<file path="config.mk">
export PLATFORM = sky130hd
export DESIGN_NAME = usb_rx_decoder
export DESIGN_NICKNAME = d
export VERILOG_FILES = /design/src/rtl/usb_rx_decoder.sv
export SDC_FILE = /design/constraint.sdc
export NUM_CORES = 1
export LEC_CHECK = 0
export CAP_MARGIN = 25
export CORE_ASPECT_RATIO = 1.5
export CORE_MARGIN = 4
export CORE_UTILIZATION = 55
export DETAILED_ROUTE_END_ITERATION = 16
export PLACE_DENSITY_LB_ADDON = 0.3
export SYNTH_ARGS = -nofsm -noshare
export SYNTH_HDL_FRONTEND = slang
export SYNTH_SLANG_ARGS = --single-unit
</file>
<file path="constraint.sdc">
create_clock -name clock_480 -period 4.4 [get_ports clock_480]
set_input_delay 1.32 -clock clock_480 [delete_from_list [all_inputs] [get_ports clock_480]]
set_output_delay 1.32 -clock clock_480 [all_outputs]
set_load 0.05 [all_outputs]
</file>
<file path="src/rtl/usb_rx_decoder.sv">
`default_nettype none
// ============================================================================
//  Module      : usb_rx_decoder
//  Description : USB receive bit-level decoder. Performs NRZI decode, SYNC
//                hunt, bit unstuffing, EOP handling and LSB-first byte
//                assembly, and presents bytes on a UTMI-style rx interface.
//                Optional feature macro: USB_RX_ERR_CNT_EN adds a saturating
//                err_count output.
//  Revision    : 1.0  initial release
// ============================================================================
module usb_rx_decoder #(
    parameter int SYNC_ZEROS = 5
`ifdef USB_RX_ERR_CNT_EN
    ,
    parameter int ERR_CNT_W  = 8
`endif
) (
    input  logic       clock_480,
    input  logic       reset,
    input  logic       bit_in,
    input  logic       bit_valid,
    input  logic       se0,
    input  logic       fifo_err,
    output logic [7:0] rx_data,
    output logic       rx_valid,
    output logic       rx_active,
    output logic       rx_error
`ifdef USB_RX_ERR_CNT_EN
    ,
    output logic [ERR_CNT_W-1:0] err_count
`endif
);

    localparam int             c_ZW       = $clog2(SYNC_ZEROS + 1);
    localparam logic [c_ZW-1:0] c_ZERO_MAX = c_ZW'(SYNC_ZEROS);
    localparam logic [c_ZW-1:0] c_ZONE     = c_ZW'(1);

    typedef enum logic [1:0] {
        IDLE = 2'd0,
        SYNC = 2'd1,
        DATA = 2'd2,
        ERR  = 2'd3
    } state_t;

    state_t          r_state,    w_state_nx;
    logic            r_prev,     w_prev_nx;
    logic [c_ZW-1:0] r_zero_cnt, w_zero_cnt_nx;
    logic [2:0]      r_ones_cnt, w_ones_cnt_nx;
    logic [2:0]      r_bit_cnt,  w_bit_cnt_nx;
    logic [7:0]      r_shift,    w_shift_nx;
    logic [7:0]      r_rx_data,  w_rx_data_nx;
    logic            r_rx_valid, w_rx_valid_nx;
    logic            r_rx_active, w_rx_active_nx;
    logic            r_rx_error, w_rx_error_nx;
    logic            w_dec;

    // NRZI: no line transition decodes as 1
    assign w_dec = ~(bit_in ^ r_prev);

    // Next-state and output decode; nothing advances without bit_valid
    always_comb begin
        w_state_nx     = r_state;
        w_prev_nx      = r_prev;
        w_zero_cnt_nx  = r_zero_cnt;
        w_ones_cnt_nx  = r_ones_cnt;
        w_bit_cnt_nx   = r_bit_cnt;
        w_shift_nx     = r_shift;
        w_rx_data_nx   = r_rx_data;
        w_rx_valid_nx  = 1'b0;
        w_rx_active_nx = r_rx_active;
        w_rx_error_nx  = 1'b0;

        if (bit_valid) begin
            w_prev_nx = se0 ? 1'b1 : bit_in;
            case (r_state)
                IDLE, SYNC: begin
                    if (se0) begin
                        w_state_nx    = IDLE;
                        w_zero_cnt_nx = '0;
                    end else if (!w_dec) begin
                        // Saturating zero count tolerates lost leading SYNC bits
                        w_state_nx    = SYNC;
                        w_zero_cnt_nx = (r_zero_cnt == c_ZERO_MAX) ? r_zero_cnt
                                                                   : r_zero_cnt + c_ZONE;
                    end else if (r_zero_cnt == c_ZERO_MAX) begin
                        w_state_nx     = DATA;
                        w_zero_cnt_nx  = '0;
                        w_rx_active_nx = 1'b1;
                        // The terminating SYNC 1 counts toward the stuffing run
                        w_ones_cnt_nx  = 3'd1;
                        w_bit_cnt_nx   = 3'd0;
                    end else begin
                        w_state_nx    = IDLE;
                        w_zero_cnt_nx = '0;
                    end
                end
                DATA: begin
                    if (fifo_err) begin
                        // FIFO fault wins over any same-cycle bit, including byte completion
                        w_rx_error_nx = 1'b1;
                        w_state_nx    = ERR;
                    end else if (se0) begin
                        // Up to one dribble bit is tolerated before EOP
                        w_rx_error_nx  = (r_bit_cnt > 3'd1);
                        w_rx_active_nx = 1'b0;
                        w_state_nx     = IDLE;
                        w_zero_cnt_nx  = '0;
                    end else if (r_ones_cnt == 3'd6) begin
                        if (w_dec) begin
                            w_rx_error_nx = 1'b1;
                            w_state_nx    = ERR;
                        end else begin
                            w_ones_cnt_nx = 3'd0;
                        end
                    end else begin
                        w_shift_nx[r_bit_cnt] = w_dec;
                        w_ones_cnt_nx         = w_dec ? r_ones_cnt + 3'd1 : 3'd0;
                        w_bit_cnt_nx          = r_bit_cnt + 3'd1;
                        if (r_bit_cnt == 3'd7) begin
                            w_rx_data_nx  = {w_dec, r_shift[6:0]};
                            w_rx_valid_nx = 1'b1;
                        end
                    end
                end
                ERR: begin
                    if (se0) begin
                        w_rx_active_nx = 1'b0;
                        w_state_nx     = IDLE;
                        w_zero_cnt_nx  = '0;
                    end
                end
                default: begin
                    w_state_nx    = IDLE;
                    w_zero_cnt_nx = '0;
                end
            endcase
        end
    end

    // State register; reset drops any packet in flight without flagging an error
    always_ff @(posedge clock_480) begin
        if (reset) begin
            r_state     <= IDLE;
            r_prev      <= 1'b1;
            r_zero_cnt  <= '0;
            r_ones_cnt  <= 3'd0;
            r_bit_cnt   <= 3'd0;
            r_shift     <= 8'h00;
            r_rx_data   <= 8'h00;
            r_rx_valid  <= 1'b0;
            r_rx_active <= 1'b0;
            r_rx_error  <= 1'b0;
        end else begin
            r_state     <= w_state_nx;
            r_prev      <= w_prev_nx;
            r_zero_cnt  <= w_zero_cnt_nx;
            r_ones_cnt  <= w_ones_cnt_nx;
            r_bit_cnt   <= w_bit_cnt_nx;
            r_shift     <= w_shift_nx;
            r_rx_data   <= w_rx_data_nx;
            r_rx_valid  <= w_rx_valid_nx;
            r_rx_active <= w_rx_active_nx;
            r_rx_error  <= w_rx_error_nx;
        end
    end

    assign rx_data   = r_rx_data;
    assign rx_valid  = r_rx_valid;
    assign rx_active = r_rx_active;
    assign rx_error  = r_rx_error;

`ifdef USB_RX_ERR_CNT_EN
    logic [ERR_CNT_W-1:0] r_err_count;

    // Saturating count of rx_error pulses, cleared only by reset
    always_ff @(posedge clock_480) begin
        if (reset) begin
            r_err_count <= '0;
        end else if (w_rx_error_nx && (r_err_count != '1)) begin
            r_err_count <= r_err_count + ERR_CNT_W'(1);
        end
    end

    assign err_count = r_err_count;
`endif

endmodule
`default_nettype wire
</file>
==> impl_metrics.json <==
{
  "totalNegativeSetupSlack_ns": 0,
  "tightest_slew_ns": 0.766,
  "setup_violations": 0,
  "die_area_um2": 3670,
  "grt_start_max_net_pins": 20,
  "avgSynthCellArea_um2": 9.16,
  "hp-class": "flop to flop",
  "layout.nets": 192,
  "design_area_um2": 1770,
  "fin_crit_sh": 0.694,
  "cts_resized": 0,
  "cts_max_level": 2,
  "syn-num-nets": 177,
  "yosysSeqAreaShare": 0.397,
  "crit_end": "rx_data[0]",
  "fmax_mhz": 327,
  "core_area_um2": 2650,
  "hold_violations": 0,
  "cts_num_sinks": 30,
  "rrSetupSlack_ns": 2.53,
  "ios": 17,
  "crit_fanout": 9,
  "start_kind": "primary input",
  "port_buffers": 16,
  "cap_violations": 0,
  "ctsRootBufferMaster": "clkbuf_8",
  "worstPathArrival_ns": 3.23,
  "yosysWarnings": 0,
  "status": "finished clean",
  "cts_setup_buffers": 0,
  "reg2reg_depth": 6,
  "synthArstFlopShare": 0,
  "drcViolationCount": 0,
  "routed_wirelength_um": 3140,
  "rsz0062_at_grt": "no",
  "drive_above_1_share": 0.0773,
  "avgViaCountPerCell": 5.89,
  "dp.cells": 210,
  "r2r-end": "rx_data[0]",
  "gp_congestion": 0.888,
  "clk_path_buf_depth": 2,
  "power.leakage_nw": 0.702,
  "finalPower_mw": 0.545,
  "routed-via-count": 1283,
  "nFillCells": 237,
  "final_util": 0.669,
  "antenna_found_initial": 0,
  "grt_pass1_wl_um": 5620,
  "synthTopCellsByArea": "dfxtp_1 (40%), a21oi_1 (6.0%), mux2i_1 (5.3%)",
  "avgRoutedWirePerCell_um": 14.4,
  "grt_pass1_vias": 1293,
  "synth_edf_count": 0,
  "fin_crit_ns": 3.06,
  "clk_pin_slew_ns": 0.06,
  "synthFlopType": "dfxtp_1",
  "instances_no_fill": 218,
  "yosysUniqueCellTypes": 45,
  "num_rows": 23,
  "syn-cell-area_um2": 1510,
  "track_usage": 0.200,
  "fp.dieH_um": 72.2,
  "synthesis.instances": 165,
  "synth_top_area_frac": 0.397,
  "numCtsBuffers": 5,
  "area_growth_pct": 17.2,
  "hpwl_um": 2330,
  "timing.rr.start": "r_ones_cnt[0]",
  "report.final.slew_viol_count": 0,
  "vdd_ir_drop_max_mv": 0.231,
  "firstDrtPassIters": 4,
  "startpoint": "bit_valid",
  "worstSkewPairLatency_ns": 0.28,
  "powerDensity_nw_per_um2": 308,
  "crit_required_ns": 4.57,
  "die-width_um": 50.8,
  "critPathKind": "primary input to flop",
  "slew_headroom": 0.489,
  "grt-ovfl-total": 0,
  "start_util": 0.571,
  "cts_tree": "done",
  "antenna_cells": 0,
  "skew_ns": 0.00152,
  "end_kind": "flop",
  "synth-seq-cells": 30,
  "synth_top_cell_by_area": "dfxtp_1",
  "cts_hold_buffers": 0,
  "post_dp_cell_area_um2": 1680,
  "initialDrtViolationCount": 36,
  "ant_nets": 0
}
cell usage after synthesis (2+ instances only):
cell      count
dfxtp_1      30
a21oi_1      18
o21ai_0      13
nor2_1       11
mux2i_1       8
or3_1         8
ha_1          6
inv_1         6
nand2_1       6
nand2b_1      5
o31ai_1       5
clkbuf_1      4
nor4_1        4
buf_2         3
a211oi_1      2
and2_1        2
buf_4         2
nand3_1       2
nand4b_1      2
nor4b_1       2
or4_1         2
placed cells by master, fill, tap and decap left out, types with 2 or more instances in the layout:
cell type	count
dfxtp_1	30
nand2_1	6
nand3_1	2
a21oi_1	18
and2_1	2
nor2_1	11
nor4b_1	2
inv_1	6
or3_1	8
clkdlybuf4s50_1	16
o31ai_1	5
ha_1	6
clkbuf_8	6
or4_1	2
o21ai_0	13
nand4b_1	2
a211oi_1	2
nor4_1	4
mux2i_1	8
nand2b_1	5
metrics by stage:
| stage | setup slack, ns | hold slack (ns) |
|---|---|---|
| floorplan | 1.91 | 0.448 |
| global placement | 1.10 | 0.456 |
| detailed placement | 1.02 | 0.468 |
| CTS | 1.33 | 0.476 |
| global route | 1.16 | 0.499 |
| finish | 1.34 | 0.474 |
final cells by class:
class                      count  area [um^2]  share of cell area
clock buffer                   7         86.3              0.0487
clock inverter                 1         5.00             0.00282
inverter                       6         22.5              0.0127
multi-input combinational    120          843               0.476
sequential                    30          601               0.339
tap                           37         46.3              0.0261
timing repair buffer          17          168              0.0946
sequential cells by signal, summed over array words and instances, names as in the netlist:
name,flops
r_state,2
r_shift,7
r_prev,1
r_bit_cnt,3
rx_data,8
r_zero_cnt,3
rx_active,1
r_ones_cnt,3
rx_valid,1
rx_error,1
metal layers:
layer	part of all wire	vias up	GRT usage
met5	0	-	0
met3	0.043	10	0.0534
met1	0.39	591	0.199
met4	0.029	0	0.135
li1	-	646	-
met2	0.54	36	0.356
critical path, stage by stage:
cell             delay [ns]
clkdlybuf4s50_1        0.70
nor3b_4                0.34
nand4_1                0.50
mux2i_1                0.32
nor2_1                 0.05
cell families after synthesis:
kind of cell               share of synthesized area
buffers and inverters                         0.0447
adders and majority gates                     0.0497
AOI/OAI and AO/OA                              0.200
DFF                                            0.397
and+or+nand+nor                                0.239
muxes                                         0.0530
xor gates and xnor gates                      0.0166
worst min path at each step:
stage | start | end | slack (ns) | cells after the start
floorplan | r_shift[0] | r_shift[0] | 0.45 | 2
global placement | r_shift[1] | r_shift[1] | 0.46 | 2
detailed placement | r_shift[1] | r_shift[1] | 0.47 | 2
CTS | r_shift[1] | r_shift[1] | 0.48 | 2
global route | r_shift[1] | r_shift[1] | 0.50 | 2
finish | r_shift[1] | r_shift[1] | 0.47 | 2
power breakdown:
part / leakage (nW) / total (mW) / internal, mW / switching [mW]
sequential: 0.242 / 0.278 / 0.274 / 0.00394
clock: 0.0482 / 0.225 / 0.126 / 0.0992
combinational: 0.412 / 0.0421 / 0.0149 / 0.0272
total: 0.702 / 0.545 / 0.415 / 0.130
(Power assumes the default switching activity.)
